<file path="src/rtl/seq_ctrl_pkg.sv">
// rtl/seq_ctrl_pkg.sv - shared state type, default sizes and mask helper for the sequence detector
package seq_ctrl_pkg;

  localparam int DEF_MAX_LEN = 8;
  localparam int DEF_LEN_W   = 4;
  localparam int DEF_CNT_W   = 8;
  localparam int DEF_TO_W    = 16;

  typedef enum logic [1:0] {
    IDLE = 2'd0,
    FILL = 2'd1,
    HUNT = 2'd2
  } seq_state_e;

  // Low `len` bits set; wide enough for any MAX_LEN up to 32.
  function automatic logic [31:0] len_mask(input int unsigned len);
    if (len >= 32) return '1;
    return (32'd1 << len) - 32'd1;
  endfunction

endpackage

</file>
<file path="src/rtl/seq_window_match.sv">
// rtl/seq_window_match.sv - serial history shift register, fill counter and masked pattern compare
module seq_window_match
  import seq_ctrl_pkg::*;
#(
  parameter int MAX_LEN = DEF_MAX_LEN,
  parameter int LEN_W   = DEF_LEN_W
) (
  input  logic               clk,
  input  logic               rst,
  input  logic               clr,
  input  logic               shift_en,
  input  logic               in,
  input  logic [LEN_W-1:0]   len,
  input  logic [MAX_LEN-1:0] pattern,
  output logic               window_full,
  output logic               hit
);

  logic [MAX_LEN-2:0] sr;
  logic [MAX_LEN-1:0] window;
  logic [LEN_W-1:0]   fill_cnt;
  logic [LEN_W:0]     fill_p1;

  // The incoming bit is part of the window evaluated on this edge.
  assign window      = {sr, in};
  assign fill_p1     = {1'b0, fill_cnt} + {{LEN_W{1'b0}}, 1'b1};
  assign window_full = (fill_p1 >= {1'b0, len});
  assign hit         = ((32'(window) ^ 32'(pattern)) & len_mask(32'(len))) == 32'd0;

  always_ff @(posedge clk) begin
    if (rst || clr) begin
      sr       <= '0;
      fill_cnt <= '0;
    end else if (shift_en) begin
      sr <= window[MAX_LEN-2:0];
      if (fill_cnt != LEN_W'(MAX_LEN)) fill_cnt <= fill_cnt + 1'b1;
    end
  end

endmodule

</file>
<file path="src/rtl/seq_detect_ctrl.sv">
// rtl/seq_detect_ctrl.sv - programmable serial pattern detector with match target and timeout
module seq_detect_ctrl
  import seq_ctrl_pkg::*;
#(
  parameter int MAX_LEN = DEF_MAX_LEN,
  parameter int LEN_W   = DEF_LEN_W,
  parameter int CNT_W   = DEF_CNT_W,
  parameter int TO_W    = DEF_TO_W
) (
  input  logic               clk,
  input  logic               rst,
  input  logic               cfg_we,
  input  logic [MAX_LEN-1:0] cfg_pattern,
  input  logic [LEN_W-1:0]   cfg_len,
  input  logic               cfg_overlap,
  input  logic [CNT_W-1:0]   cfg_target,
  input  logic [TO_W-1:0]    cfg_timeout,
  input  logic               start,
  input  logic               abort,
  input  logic               in,
  output logic               busy,
  output logic               match,
  output logic [CNT_W-1:0]   match_cnt,
  output logic               done,
  output logic               timeout,
  output logic               cfg_err
);

  seq_state_e state, state_d;

  logic [MAX_LEN-1:0] sh_pattern;
  logic [LEN_W-1:0]   sh_len;
  logic               sh_overlap;
  logic [CNT_W-1:0]   sh_target;
  logic [TO_W-1:0]    sh_timeout;

  logic [TO_W-1:0]  timer, timer_d, timer_p1;
  logic [CNT_W-1:0] cnt_d, cnt_p1;
  logic             match_d, done_d, timeout_d, cfg_err_d;
  logic             cfg_load, win_clr, shift_en;
  logic             window_full, hit, hit_now, expired, cfg_bad;

  seq_window_match #(
    .MAX_LEN(MAX_LEN),
    .LEN_W  (LEN_W)
  ) u_window (
    .clk        (clk),
    .rst        (rst),
    .clr        (win_clr),
    .shift_en   (shift_en),
    .in         (in),
    .len        (sh_len),
    .pattern    (sh_pattern),
    .window_full(window_full),
    .hit        (hit)
  );

  assign timer_p1 = timer + 1'b1;
  assign cnt_p1   = match_cnt + 1'b1;
  assign hit_now  = window_full & hit;
  assign expired  = (sh_timeout != '0) && (timer_p1 == sh_timeout);
  assign cfg_bad  = (sh_len == '0) || (sh_len > LEN_W'(MAX_LEN)) || (sh_target == '0);
  assign busy     = (state != IDLE);

  always_comb begin
    state_d   = state;
    match_d   = 1'b0;
    done_d    = 1'b0;
    timeout_d = 1'b0;
    cfg_err_d = 1'b0;
    cnt_d     = match_cnt;
    timer_d   = timer;
    cfg_load  = 1'b0;
    win_clr   = 1'b0;
    shift_en  = 1'b0;
    case (state)
      IDLE: begin
        cfg_load = cfg_we;
        if (start) begin
          if (cfg_bad) begin
            cfg_err_d = 1'b1;
          end else begin
            cnt_d   = '0;
            timer_d = '0;
            win_clr = 1'b1;
            state_d = FILL;
          end
        end
      end
      FILL, HUNT: begin
        if (abort) begin
          state_d = IDLE;
        end else begin
          shift_en = 1'b1;
          timer_d  = timer_p1;
          if (hit_now) begin
            match_d = 1'b1;
            cnt_d   = cnt_p1;
          end
          // done outranks timeout; a non-final match on the expiry edge still counts
          if (hit_now && (cnt_p1 == sh_target)) begin
            done_d  = 1'b1;
            state_d = IDLE;
          end else if (expired) begin
            timeout_d = 1'b1;
            state_d   = IDLE;
          end else if (hit_now && !sh_overlap) begin
            win_clr = 1'b1;
            state_d = FILL;
          end else if (window_full) begin
            state_d = HUNT;
          end
        end
      end
      default: state_d = IDLE;
    endcase
  end

  always_ff @(posedge clk) begin
    if (rst) begin
      state     <= IDLE;
      match     <= 1'b0;
      done      <= 1'b0;
      timeout   <= 1'b0;
      cfg_err   <= 1'b0;
      match_cnt <= '0;
      timer     <= '0;
    end else begin
      state     <= state_d;
      match     <= match_d;
      done      <= done_d;
      timeout   <= timeout_d;
      cfg_err   <= cfg_err_d;
      match_cnt <= cnt_d;
      timer     <= timer_d;
    end
  end

  always_ff @(posedge clk) begin
    if (rst) begin
      sh_pattern <= '0;
      sh_len     <= '0;
      sh_overlap <= 1'b0;
      sh_target  <= '0;
      sh_timeout <= '0;
    end else if (cfg_load) begin
      sh_pattern <= cfg_pattern;
      sh_len     <= cfg_len;
      sh_overlap <= cfg_overlap;
      sh_target  <= cfg_target;
      sh_timeout <= cfg_timeout;
    end
  end

endmodule

</file>
<file path="config.mk">
export PLATFORM = sky130hd
export DESIGN_NAME = seq_detect_ctrl
export DESIGN_NICKNAME = d
export VERILOG_FILES = /design/src/rtl/seq_ctrl_pkg.sv /design/src/rtl/seq_window_match.sv /design/src/rtl/seq_detect_ctrl.sv
export SDC_FILE = /design/constraint.sdc
export NUM_CORES = 1
export LEC_CHECK = 0
export ABC_AREA = 1
export CORE_MARGIN = 1
export CORE_UTILIZATION = 35
export DETAILED_ROUTE_END_ITERATION = 16
export SLEW_MARGIN = 25
export SYNTH_ARGS = -nofsm -noshare
export SYNTH_HDL_FRONTEND = slang
export SYNTH_SLANG_ARGS = --single-unit
</file>
<file path="constraint.sdc">
create_clock -name clk -period 2.09 [get_ports clk]
set_input_delay 0.3135 -clock clk [delete_from_list [all_inputs] [get_ports clk]]
set_output_delay 0.3135 -clock clk [all_outputs]
set_load 0.01 [all_outputs]
</file>
==> summary.md, run 1 <==
| Metric | Value |
|---|---|
| Outcome | `finished, violations left` |
| Failing checks | `negative setup slack` |
| Overflow after GRT | `0` |
| Initial Utilization | `36.2%` |
| Initial antenna violation count | `0` |
| Crit Path Class | `reg2reg` |
| Initial DRC count | `193` |
| Cells after DPL | `917` |
| Clock Skew | `0.00911 ns` |
| Cell row count | `40` |
| Synth Register Bits | `78` |
| Average via count per standard cell | `4.92` |
| Crit path largest cell delay | `0.36 ns` |
| Setup WS post-layout | `-0.156 ns` |
| Io pins | `56` |
| Post-synthesis cell count | `660` |
| Critical path fanouts, max | `6` |
| Cell-by-cell trace of the critical path | `ha_4 > nor2_4 > nor2_2 > ha_1 > a21boi_1 > o21ai_1 > nand2_1 > nand3_4 > nor2_4 > nor2_2 > nand3_2 > o21ai_2 > nand2_2 > nand2_4 > buf_12 > nor2_1` |
| Worst-path clk slew | `0.06 ns` |
| CP Launch Type | `flip-flop` |
| WL/cell | `13.0 um` |
| CTS tree | `built` |
| Hold Path Depth | `2` |
| Die width | `114 um` |
| Layout fillers | `1,219` |
| Final setup vio count | `21` |
| Top Family by Delay on Critical Path | `simple AND/OR/NAND/NOR gates` |
| Share of post-route cells with drive strength above 1 | `20.2%` |
| Unrepaired setup endpoints after global routing | `yes` |
| Max Clock Freq | `445 MHz` |
| Ant. Diodes | `0` |
| Nets@finish | `826` |
| Worst-Skew Late Latency | `0.34 ns` |
| Global-route wire length before repair | `20.5 mm` |
| Static leakage | `2.52 nW` |
| Drt pass-1 iters | `4` |
| Area Overhead vs Synth | `40.7%` |
| Worst R2R End | `u_window.sr[0]` |
| Vias in the first global route | `4,600` |
| Most common cell after layout, fill and taps aside | `nand2_1` |
| Final cell count without fillers | `945` |
| Pwr/cell area | `1360 nW/um^2` |
| Total global-route track usage | `19.9%` |
| Syn_area_per_cell | `6.64 um^2` |
| CP required | `2.31 ns` |
| Die height | `114 um` |
| WP data arrival | `2.47 ns` |
| Setup TNS | `-2.61 ns` |
| DRC | `0` |
| Yosys cell types | `33` |
| Dpl ws | `-0.173 ns` |
| RD Place Congestion | `0.890` |
| Num CTS Buffers | `9` |
| Hold_sp | `timer[15]` |
| Maximum clock path buffer count | `2` |
| Routed wire length | `12.3 mm` |
| Synth area leader | `dfxtp_1` |
| Via count | `4,653` |
| Worst Hold Slack | `0.488 ns` |
| Min-Delay Endpoint | `timer[15]` |
| Post-synth EDFFs | `0` |
| # hold bufs at CTS | `0` |
| Sequential area share after synthesis | `35.6%` |
| Slew Limit Fails | `0` |
| Post-layout min period | `2.25 ns` |
| Worst-Margin Slew | `0.276 ns` |
| # Max-Cap Violations | `0` |
| CTS Root Cell | `clkbuf_16` |
| Slew headroom | `81.4%` |
| Worst VDD drop | `0.551 mV` |
| Number of nets with antenna violations after routing | `0` |
| Commonest cells after routing, fill and taps aside | `131 x nand2_1, 82 x nor2_1, 67 x dfxtp_1` |
| CP Buf/Inv Count | `1` |
| Crit end category | `flip-flop` |
| Seq. cell area | `1580 um^2` |
| # H-tree levels | `3` |
| Final Cycle Share | `107%` |
| Dominant synthesized flop cell | `dfxtp_1` |
| Synth top area cells | `dfxtp_1 36%, nand2_1 12%, nor2_1 8.4%` |
| Synth warn | `0` |
| Synthesized area | `4390 um^2` |
| Critical R2R Launch | `u_window.fill_cnt[0]` |
| R2R Setup Slk | `-0.16 ns` |
| Async SR Flop Fraction | `0%` |
| CP max-delay cell | `dfxtp_4` |
| Worst r2r path cells | `16` |
| Hold/Removal Path Class | `reg2reg` |
| TritonCTS Sinks | `78` |
| Largest net degree at the start of global routing | `46` |
| Share of the synthesized area in the top cell type | `35.6%` |
| Syn Nets | `714` |
| # port buffers | `55` |
| Core outline area | `12,100 um^2` |
| Die ar. | `13,000 um^2` |
| Post-DP HPWL | `9.06 mm` |
| Final hold viol count | `0` |
| Multi-input combinational cell area | `2650 um^2` |
cells in the mapped netlist (7+ instances only):
| library cell | instances |
|---|---|
| a211oi_1 | 15 |
| a21oi_1 | 37 |
| a31oi_1 | 12 |
| clkbuf_1 | 17 |
| dfxtp_1 | 78 |
| ha_1 | 11 |
| inv_1 | 67 |
| nand2_1 | 136 |
| nand3_1 | 51 |
| nand4_1 | 12 |
| nor2_1 | 98 |
| nor2_2 | 13 |
| o21ai_0 | 59 |
| xor2_1 | 7 |
worst min-delay path: cells and delay by family, from the launching register on:
kind | cells | cell delay, ns
flops | 1 | 0.30
compound gates | 1 | 0.07
buf+inv | 1 | 0.07
cell families (layout without fill, tap and decap cells):
family          Yosys count  count (layout)  synth area share (%)
buf+inv                  89             206                  7.85
mux                       5               5                  1.14
flops                    78              78                  35.6
fa+ha+maj                11              11                  3.14
simple gates            335             335                  33.5
xor+xnor                 12              12                  2.40
compound gates          130             130                  16.4
how the worst max path moves through the flow:
stage / start / end / depth (start not counted)
final: u_window.fill_cnt[0] / u_window.sr[0] / 16
after global routing: u_window.fill_cnt[0] / state[0] / 17
after CTS: u_window.fill_cnt[0] / match_cnt[7] / 14
after detailed placement: u_window.fill_cnt[0] / u_window.sr[0] / 17
after global placement: in / u_window.sr[0] / 15
after floorplan: u_window.fill_cnt[0] / u_window.fill_cnt[1] / 16
power breakdown:
group | leakage, nW | switching [W] | internal (W)
clock | 0.166 | 0.000612 | 0.00114
sequential | 0.647 | 0.000405 | 0.00194
combinational | 1.71 | 0.00238 | 0.00194
through the flow:
step / power, W / utilization, % / cell area, um^2
detailed placement: 0.00619 / 46.0 / 5570
finish: 0.00842 / 51.0 / 6170
global placement: 0.00610 / 46.0 / 5570
floorplan: 0.00474 / - / 4430
CTS: 0.00826 / 49.9 / 6050
global route: 0.00909 / 51.0 / 6170
sequential cells by signal (all words and copies together), names as in the netlist:
signal / cells
sh_pattern: 8
timeout: 1
done: 1
match_cnt: 8
sh_overlap: 1
cfg_err: 1
sh_len: 4
sh_timeout: 16
timer: 16
sh_target: 8
u_window.sr: 7
u_window.fill_cnt: 4
state: 2
match: 1
metal layers:
layer / wire, um / vias up / GRT usage (%)
met2: 6150 / 101 / 35.7
met1: 5330 / 2121 / 22.8
met3: 455 / 27 / 3.35
li1: - / 2404 / -
met5: 0 / - / 0
met4: 365 / 0 / 9.78
repair_timing:
action | in CTS | in global routing
cloned | 1 | 0
pin swaps | 9 | 15
setup endpoints to repair | 20 | 38
resized for setup | 20 | 34
buffers inserted | 8 | 3
area by class of cell:
class / count / share of cell area [%]
flip-flops and latches: 78 / 25.6
multi-input cells: 493 / 43.0
repair buffers: 122 / 18.4
clock buffers: 13 / 4.38
inverters: 68 / 4.18
well taps: 168 / 3.41
clock inverters: 3 / 1.05
No activity file was read; power rests on OpenSTA's default activity.
==> run 2, diff against run 1 <==
--- a/config.mk
+++ b/config.mk
@@ -9,6 +9,7 @@
 export CORE_MARGIN = 1
 export CORE_UTILIZATION = 35
 export DETAILED_ROUTE_END_ITERATION = 16
+export RECOVER_POWER = 100
 export SLEW_MARGIN = 25
 export SYNTH_ARGS = -nofsm -noshare
 export SYNTH_HDL_FRONTEND = slang
==> results of run 2 <==
No change in the layout: final DEF, timing and power equal those of run 1.
